`config.mk`:
```
export PLATFORM = sky130hd
export DESIGN_NAME = muldiv_unit_flat
export DESIGN_NICKNAME = d
export VERILOG_FILES = /design/src/rtl/muldiv_if.sv /design/src/rtl/muldiv_unit.sv /design/src/flat_wrapper.sv
export SDC_FILE = /design/constraint.sdc
export NUM_CORES = 1
export LEC_CHECK = 0
export CAP_MARGIN = 20
export CORE_UTILIZATION = 40
export CTS_CLUSTER_SIZE = 28
export DETAILED_ROUTE_END_ITERATION = 10
export HOLD_SLACK_MARGIN = 0.12
export SYNTH_ARGS = -nofsm -noshare
export SYNTH_HDL_FRONTEND = slang
export SYNTH_SLANG_ARGS = --single-unit
```
`constraint.sdc`:
```
create_clock -name clk -period 6.35 [get_ports clk]
set_input_delay 1.27 -clock clk [delete_from_list [all_inputs] [get_ports clk]]
set_output_delay 1.27 -clock clk [all_outputs]
set_load 0.02 [all_outputs]
```
`src/rtl/muldiv_if.sv`:
```
// Operand/result bundle between the datapath (master) and the multiply/divide unit (slave).
interface muldiv_if #(
    parameter int WIDTH = 32
);
    logic             start;
    logic [1:0]       op;
    logic [WIDTH-1:0] a;
    logic [WIDTH-1:0] b;
    logic             mthi;
    logic             mtlo;
    logic [WIDTH-1:0] wdata;
    logic             busy;
    logic             done;
    logic             div_by_zero;
    logic [WIDTH-1:0] hi;
    logic [WIDTH-1:0] lo;

    modport master (
        output start, op, a, b, mthi, mtlo, wdata,
        input  busy, done, div_by_zero, hi, lo
    );

    modport slave (
        input  start, op, a, b, mthi, mtlo, wdata,
        output busy, done, div_by_zero, hi, lo
    );
endinterface

```
`src/rtl/muldiv_unit.sv`:
```
// Iterative MULT/MULTU/DIV/DIVU with HI/LO registers: shift-add multiply and restoring
// divide on magnitudes, one bit per clock, with sign correction applied in a final FIX cycle.
module muldiv_unit #(
    parameter int WIDTH = 32
) (
    input  logic     clk,
    input  logic     reset,
    muldiv_if.slave  bus
);
    localparam int CNT_W = $clog2(WIDTH + 1);

    typedef enum logic [1:0] {
        S_IDLE = 2'd0,
        S_CALC = 2'd1,
        S_FIX  = 2'd2
    } state_t;

    state_t               state_q, state_d;
    logic [CNT_W-1:0]     cnt_q, cnt_d;
    logic [1:0]           op_q, op_d;
    logic                 sign_a_q, sign_a_d;
    logic                 sign_b_q, sign_b_d;
    logic                 dz_q, dz_d;
    logic [WIDTH-1:0]     opnd_q, opnd_d;
    logic [2*WIDTH-1:0]   acc_q, acc_d;
    logic [WIDTH-1:0]     hi_q, hi_d;
    logic [WIDTH-1:0]     lo_q, lo_d;
    logic                 done_q, done_d;

    // Operand conditioning at issue: op[1]=divide, op[0]=unsigned
    logic                 is_div_in, signed_in, dz_in;
    logic [WIDTH-1:0]     mag_a, mag_b;
    assign is_div_in = bus.op[1];
    assign signed_in = ~bus.op[0];
    assign dz_in     = is_div_in && (bus.b == '0);
    assign mag_a     = (signed_in && bus.a[WIDTH-1]) ? (~bus.a + 1'b1) : bus.a;
    assign mag_b     = (signed_in && bus.b[WIDTH-1]) ? (~bus.b + 1'b1) : bus.b;

    // Multiply step: acc = {partial product, remaining multiplier bits}
    logic [WIDTH:0]       mul_sum;
    logic [2*WIDTH-1:0]   acc_mul_next;
    assign mul_sum      = {1'b0, acc_q[2*WIDTH-1:WIDTH]} + (acc_q[0] ? {1'b0, opnd_q} : '0);
    assign acc_mul_next = {mul_sum, acc_q[WIDTH-1:1]};

    // Divide step: acc = {partial remainder, dividend bits shifting into quotient}
    logic [WIDTH:0]       div_shift, div_diff;
    logic [2*WIDTH-1:0]   acc_div_next;
    assign div_shift    = {acc_q[2*WIDTH-1:WIDTH], acc_q[WIDTH-1]};
    assign div_diff     = div_shift - {1'b0, opnd_q};
    assign acc_div_next = div_diff[WIDTH] ? {div_shift[WIDTH-1:0], acc_q[WIDTH-2:0], 1'b0}
                                          : {div_diff[WIDTH-1:0],  acc_q[WIDTH-2:0], 1'b1};

    // Sign fix-up; remainder follows the dividend's sign
    logic [2*WIDTH-1:0]   prod_fix;
    logic [WIDTH-1:0]     quo_fix, rem_fix;
    assign prod_fix = (op_q == 2'b00 && (sign_a_q ^ sign_b_q)) ? (~acc_q + 1'b1) : acc_q;
    assign quo_fix  = (op_q == 2'b10 && (sign_a_q ^ sign_b_q)) ? (~acc_q[WIDTH-1:0] + 1'b1)
                                                               : acc_q[WIDTH-1:0];
    assign rem_fix  = (op_q == 2'b10 && sign_a_q) ? (~acc_q[2*WIDTH-1:WIDTH] + 1'b1)
                                                  : acc_q[2*WIDTH-1:WIDTH];

    always_comb begin
        state_d  = state_q;
        cnt_d    = cnt_q;
        op_d     = op_q;
        sign_a_d = sign_a_q;
        sign_b_d = sign_b_q;
        dz_d     = dz_q;
        opnd_d   = opnd_q;
        acc_d    = acc_q;
        hi_d     = hi_q;
        lo_d     = lo_q;
        done_d   = 1'b0;
        case (state_q)
            S_IDLE: begin
                if (bus.start) begin
                    op_d     = bus.op;
                    sign_a_d = signed_in & bus.a[WIDTH-1];
                    sign_b_d = signed_in & bus.b[WIDTH-1];
                    dz_d     = dz_in;
                    if (is_div_in) begin
                        // Divide-by-zero keeps the raw dividend so FIX can return it in hi
                        acc_d  = {{WIDTH{1'b0}}, (dz_in ? bus.a : mag_a)};
                        opnd_d = mag_b;
                    end else begin
                        acc_d  = {{WIDTH{1'b0}}, mag_b};
                        opnd_d = mag_a;
                    end
                    if (dz_in) begin
                        state_d = S_FIX;
                    end else begin
                        cnt_d   = CNT_W'(WIDTH);
                        state_d = S_CALC;
                    end
                end else begin
                    if (bus.mthi) hi_d = bus.wdata;
                    if (bus.mtlo) lo_d = bus.wdata;
                end
            end
            S_CALC: begin
                cnt_d = cnt_q - 1'b1;
                acc_d = op_q[1] ? acc_div_next : acc_mul_next;
                if (cnt_q == CNT_W'(1)) state_d = S_FIX;
            end
            S_FIX: begin
                done_d  = 1'b1;
                state_d = S_IDLE;
                if (dz_q) begin
                    hi_d = acc_q[WIDTH-1:0];
                    lo_d = '1;
                end else if (op_q[1]) begin
                    hi_d = rem_fix;
                    lo_d = quo_fix;
                end else begin
                    hi_d = prod_fix[2*WIDTH-1:WIDTH];
                    lo_d = prod_fix[WIDTH-1:0];
                end
            end
            default: state_d = S_IDLE;
        endcase
    end

    always_ff @(posedge clk or posedge reset) begin
        if (reset) begin
            state_q  <= S_IDLE;
            cnt_q    <= '0;
            op_q     <= '0;
            sign_a_q <= 1'b0;
            sign_b_q <= 1'b0;
            dz_q     <= 1'b0;
            opnd_q   <= '0;
            acc_q    <= '0;
            hi_q     <= '0;
            lo_q     <= '0;
            done_q   <= 1'b0;
        end else begin
            state_q  <= state_d;
            cnt_q    <= cnt_d;
            op_q     <= op_d;
            sign_a_q <= sign_a_d;
            sign_b_q <= sign_b_d;
            dz_q     <= dz_d;
            opnd_q   <= opnd_d;
            acc_q    <= acc_d;
            hi_q     <= hi_d;
            lo_q     <= lo_d;
            done_q   <= done_d;
        end
    end

    assign bus.busy        = (state_q != S_IDLE);
    assign bus.done        = done_q;
    assign bus.div_by_zero = done_q & dz_q;
    assign bus.hi          = hi_q;
    assign bus.lo          = lo_q;
endmodule

```
`src/flat_wrapper.sv`:
```
// flat-port wrapper written by rule: the top's interface ports become plain ports
module muldiv_unit_flat 
#(
    parameter int WIDTH = 32
)
  (clk, reset, bus_start, bus_op, bus_a, bus_b, bus_mthi, bus_mtlo, bus_wdata, bus_busy, bus_done, bus_div_by_zero, bus_hi, bus_lo);
  muldiv_if #(.WIDTH(WIDTH)) bus_i ();
  input  logic clk;
  input  logic reset;
  input wire logic [$bits(bus_i.start)-1:0] bus_start;
  input wire logic [$bits(bus_i.op)-1:0] bus_op;
  input wire logic [$bits(bus_i.a)-1:0] bus_a;
  input wire logic [$bits(bus_i.b)-1:0] bus_b;
  input wire logic [$bits(bus_i.mthi)-1:0] bus_mthi;
  input wire logic [$bits(bus_i.mtlo)-1:0] bus_mtlo;
  input wire logic [$bits(bus_i.wdata)-1:0] bus_wdata;
  output wire logic [$bits(bus_i.busy)-1:0] bus_busy;
  output wire logic [$bits(bus_i.done)-1:0] bus_done;
  output wire logic [$bits(bus_i.div_by_zero)-1:0] bus_div_by_zero;
  output wire logic [$bits(bus_i.hi)-1:0] bus_hi;
  output wire logic [$bits(bus_i.lo)-1:0] bus_lo;
  assign bus_i.start = bus_start;
  assign bus_i.op = bus_op;
  assign bus_i.a = bus_a;
  assign bus_i.b = bus_b;
  assign bus_i.mthi = bus_mthi;
  assign bus_i.mtlo = bus_mtlo;
  assign bus_i.wdata = bus_wdata;
  assign bus_busy = bus_i.busy;
  assign bus_done = bus_i.done;
  assign bus_div_by_zero = bus_i.div_by_zero;
  assign bus_hi = bus_i.hi;
  assign bus_lo = bus_i.lo;
  muldiv_unit #(.WIDTH(WIDTH)) u_core (.clk(clk), .reset(reset), .bus(bus_i));
endmodule
```
==> summary.md <==
| Metric | Value |
|---|---|
| Run status | completed |
| Core region area | 37800 um^2 |
| Max-Cap Viols | 0 |
| Number of diodes added for antenna fixing | 0 |
| Period Utilization, post-route | 68.5% |
| Number of pins exceeding their max-slew limit in the final report | 0 |
| EDFF count, synth | 0 |
| I/O Buffers | 169 |
| Fraction of power consumed by combinational cells | 66.1% |
| Clk pin slew, worst setup/hold paths | 0.07 ns |
| Clock buffers created by TritonCTS | 17 |
| Number of distinct library cell variants in the gate-level netlist after synthesis | 83 |
| Number of filler instances in the final layout | 3769 |
| Max Fanout on Critical Path | 23 |
| Final standard cell utilization of the core | 47.8% |
| Capturing element type of the critical path | flop |
| Min-Delay Path Class | reg -> reg |
| Worst slew pin tran | 1.07 ns |
| Cts-stage hold buffer count | 0 |
| Wire length after detailed routing | 59.2 mm |
| Worst slack at placement | 1.63 ns |
| CTS root buf | sky130_fd_sc_hd__clkbuf_16 |
| GRT overflow | 0 |
| Length of the first detailed-routing pass in iterations | 8 |
| Violation count after the first detailed-routing iteration | 1611 |
| Depth of the most critical reg-to-reg path | 12 |
| Path type of the worst setup path | reg -> reg |
| VDD IR max | 0.000246 V |
| HPWL after detailed placement | 45.2 mm |
| Post-route antenna net violation count | 0 |
| Power density cells | 595 nW/um^2 |
| Cell with the most instances after synthesis | sky130_fd_sc_hd__o21ai_0 |
| P_leak | 7.56 nW |
| Final setup violating endpoints | 0 |
| Synthesized instance count | 2025 |
| Total of cells resized after clock tree synthesis | 0 |
| Yosys top cell by area | sky130_fd_sc_hd__dfrtp_1 |
| Cell Count, Final, Fillers Out | 2631 |
| Synth warnings | 0 |
| Number of register bits inferred by synthesis | 174 |
| Post-synth top area share | 28.2% |
| Endpoint of the worst register-to-register path | u_core.acc_q[48] |
| Placed cell count | 2598 |
| Cells taking the most area after synthesis | sky130_fd_sc_hd__dfrtp_1, sky130_fd_sc_hd__o21ai_0, sky130_fd_sc_hd__a21oi_1, sky130_fd_sc_hd__ha_1, sky130_fd_sc_hd__xnor2_1 |
| Sequential cell area fraction in the yosys report | 28.2% |
| Clock tree from TritonCTS | built |
| Die Outline Area | 39400 um^2 |
| WL per Instance | 22.5 um |
| Post-route clock skew | 0.0131 ns |
| Max Freq | 230 MHz |
| Clock network fraction of design power | 10.2% |
| Residual DRC | 0 |
| Fraction of power spent switching nets | 52.6% |
| Buffers inserted by post-CTS timing repair | 0 |
| Reg-to-reg startpoint | u_core.opnd_q[9] |
| Number of failing hold endpoints at the final stage | 0 |
| Post-DR vias/cell | 6.03 |
| Top flip-flop cell by instance count after synthesis | sky130_fd_sc_hd__dfrtp_1 |
| Final-stage net count | 2282 |
| Net load switching power | 5.65 mW |
| Maximum level of the CTS H-tree | 4 |
| Worst-case hold path end point | u_core.bus.hi[1] |
| Synth Area per Inst | 7.63 um^2 |
| Area Growth Syn to Fin | 16.9% |
| Mapped cell area | 15500 um^2 |
| Share of power burned in registers | 23.7% |
| Vias in the first global route | 14700 |
| Critical path data arrival time | 4.70 ns |
| Max-slew headroom | 28.7% |
| Width of the chip | 199 um |
| Initial antenna violation count | 0 |
| Post-route worst setup slack | 2.00 ns |
| Hold Crit Depth | 2 |
| Number of vias after detailed routing | 15900 |
| Number of nets in the synthesized netlist | 2200 |
| Register-to-register setup slack | 2.00 ns |
| Total global-route track usage | 30.1% |
| Synth top cells by count | sky130_fd_sc_hd__o21ai_0, sky130_fd_sc_hd__nor2_1, sky130_fd_sc_hd__a21oi_1 |
| Worst-skew pair later-pin latency | 0.47 ns |
| Final critical path time including I/O delays and setup | 4.35 ns |
| Maximum number of pins on one net before global-route repair | 88 |
| Hold wc startpoint | u_core.bus.hi[1] |
| IO Count | 170 |
| Standard-cell rows | 71 |
| Cell Int Power | 5.10 mW |
| Summed area of non-filler cells in the final layout | 18100 um^2 |
| RSZ-0062 raised after global routing | no |
| Fraction of layout instances using a drive strength above 1 | 4.43% |
| Instance area after placement | 17500 um^2 |
| Final-layout setup total negative slack | 0 ns |
| Post-synth ARST share | 100% |
| CTS sink cnt | 174 |
| Critical path launch point type | flop |
| CP required | 6.70 ns |
| First-pass GRT wire length | 89.9 mm |
| Starting density of the core | 40.8% |
| Vert. Die Dim | 199 um |
| Routability congestion estimate from global placement | 0.935 |
| CTS Buffer Depth | 2 |
## sequential cells by signal, summed over array words and instances, names as in the netlist
name	flops
u_core.sign_b_q	1
u_core.op_q	2
u_core.cnt_q	6
u_core.bus.lo	32
u_core.bus.done	1
u_core.sign_a_q	1
u_core.state_q	2
u_core.acc_q	64
u_core.opnd_q	32
u_core.dz_q	1
u_core.bus.hi	32
## worst max-delay path, stage by stage, from the launching register on
cell	delay, ns
sky130_fd_sc_hd__dfrtp_1	0.45
sky130_fd_sc_hd__inv_1	0.11
sky130_fd_sc_hd__ha_1	0.39
sky130_fd_sc_hd__a21oi_1	0.29
sky130_fd_sc_hd__o22ai_1	0.22
sky130_fd_sc_hd__nor4_1	0.62
sky130_fd_sc_hd__a211oi_1	0.18
sky130_fd_sc_hd__nor3_1	0.49
sky130_fd_sc_hd__xnor2_4	0.36
sky130_fd_sc_hd__buf_4	0.48
sky130_fd_sc_hd__mux2i_1	0.25
sky130_fd_sc_hd__nor2_1	0.08
sky130_fd_sc_hd__a221o_1	0.30
## stage by stage
step / hold WS, ns / power [mW]
final: 0.481 / 10.7
after global routing: 0.499 / 11.5
after CTS: 0.486 / 10.6
after detailed placement: 0.469 / 9.54
after global placement: 0.464 / 9.47
after floorplan: 0.450 / 7.12
## layout by cell type (no fill, tap or decap), types with 6 or more instances in the layout
cell type / Yosys / routed
sky130_fd_sc_hd__o21ai_0: 241 / 241
sky130_fd_sc_hd__nor2_1: 199 / 198
sky130_fd_sc_hd__a21oi_1: 198 / 198
sky130_fd_sc_hd__nand2_1: 186 / 185
sky130_fd_sc_hd__dfrtp_1: 174 / 173
sky130_fd_sc_hd__clkdlybuf4s50_1: 0 / 168
sky130_fd_sc_hd__xnor2_1: 98 / 97
sky130_fd_sc_hd__xor2_1: 79 / 79
sky130_fd_sc_hd__inv_1: 74 / 73
sky130_fd_sc_hd__ha_1: 70 / 70
sky130_fd_sc_hd__mux2i_1: 49 / 49
sky130_fd_sc_hd__o22ai_1: 37 / 37
sky130_fd_sc_hd__nor3_1: 35 / 35
sky130_fd_sc_hd__or3_1: 33 / 33
sky130_fd_sc_hd__a21o_1: 32 / 32
sky130_fd_sc_hd__nand3_1: 26 / 26
sky130_fd_sc_hd__buf_4: 1 / 23
sky130_fd_sc_hd__and3_1: 22 / 22
sky130_fd_sc_hd__nand2b_1: 22 / 22
sky130_fd_sc_hd__a31oi_1: 21 / 21
sky130_fd_sc_hd__nor4_1: 20 / 20
sky130_fd_sc_hd__o211ai_1: 19 / 19
sky130_fd_sc_hd__a22oi_1: 19 / 19
sky130_fd_sc_hd__nand4_1: 17 / 17
sky130_fd_sc_hd__clkbuf_16: 0 / 17
sky130_fd_sc_hd__nor2b_1: 15 / 15
sky130_fd_sc_hd__a211oi_1: 15 / 15
sky130_fd_sc_hd__or2_2: 13 / 13
sky130_fd_sc_hd__o21ai_1: 13 / 13
sky130_fd_sc_hd__o221ai_1: 11 / 11
sky130_fd_sc_hd__a222oi_1: 11 / 11
sky130_fd_sc_hd__o31ai_1: 11 / 11
sky130_fd_sc_hd__o21a_1: 9 / 9
sky130_fd_sc_hd__and2_1: 9 / 9
sky130_fd_sc_hd__or4_1: 8 / 8
sky130_fd_sc_hd__nor3b_1: 8 / 8
sky130_fd_sc_hd__o21bai_1: 8 / 8
sky130_fd_sc_hd__a21boi_0: 6 / 6
sky130_fd_sc_hd__a22o_1: 6 / 6
## final cells by class
| cell class | count | area (um^2) | share of cell area (%) |
|---|---|---|---|
| Multi-Input combinational cell | 1647 | 10300 | 57.2 |
| Sequential cell | 174 | 4360 | 24.1 |
| Timing Repair Buffer | 193 | 1870 | 10.4 |
| Tap cell | 511 | 639 | 3.54 |
| Clock buffer | 18 | 429 | 2.37 |
| Inverter | 74 | 283 | 1.56 |
| Clock inverter | 14 | 151 | 0.838 |
## worst max path at each step
stage,start,to,cells after the start
detailed placement,bus_b[3],u_core.cnt_q[5],10
floorplan,reset,u_core.acc_q[0],1
finish,u_core.opnd_q[9],u_core.acc_q[48],12
global route,u_core.acc_q[40],u_core.acc_q[48],11
global placement,bus_a[10],u_core.acc_q[28],10
CTS,u_core.opnd_q[9],u_core.acc_q[48],12
## power by group through the flow
stage / clock [mW] / combinational, mW / sequential (mW)
3_5_place_dp: 0 / 7.01 / 2.53
2_1_floorplan: 0 / 4.81 / 2.31
3_3_place_gp: 0 / 6.95 / 2.52
4_1_cts: 1.11 / 7.03 / 2.50
6_report: 1.10 / 7.10 / 2.55
5_1_grt: 1.14 / 7.72 / 2.60
## metal layers
metal	share of wire [%]	track usage [%]
met5	0	0
met4	3.2	10.9
met3	7.2	4.04
met2	44	46.3
met1	46	42.9
## cell families after synthesis
kind of cell	share of synthesized area, %
AOI/OAI and AO/OA	27.4
and+or+nand+nor	20.1
buffers and inverters	5.08
xor gates and xnor gates	10.0
DFF	28.2
adders and majority gates	5.93
muxes	3.32
Note: power is estimated with default switching activity, not from simulation.
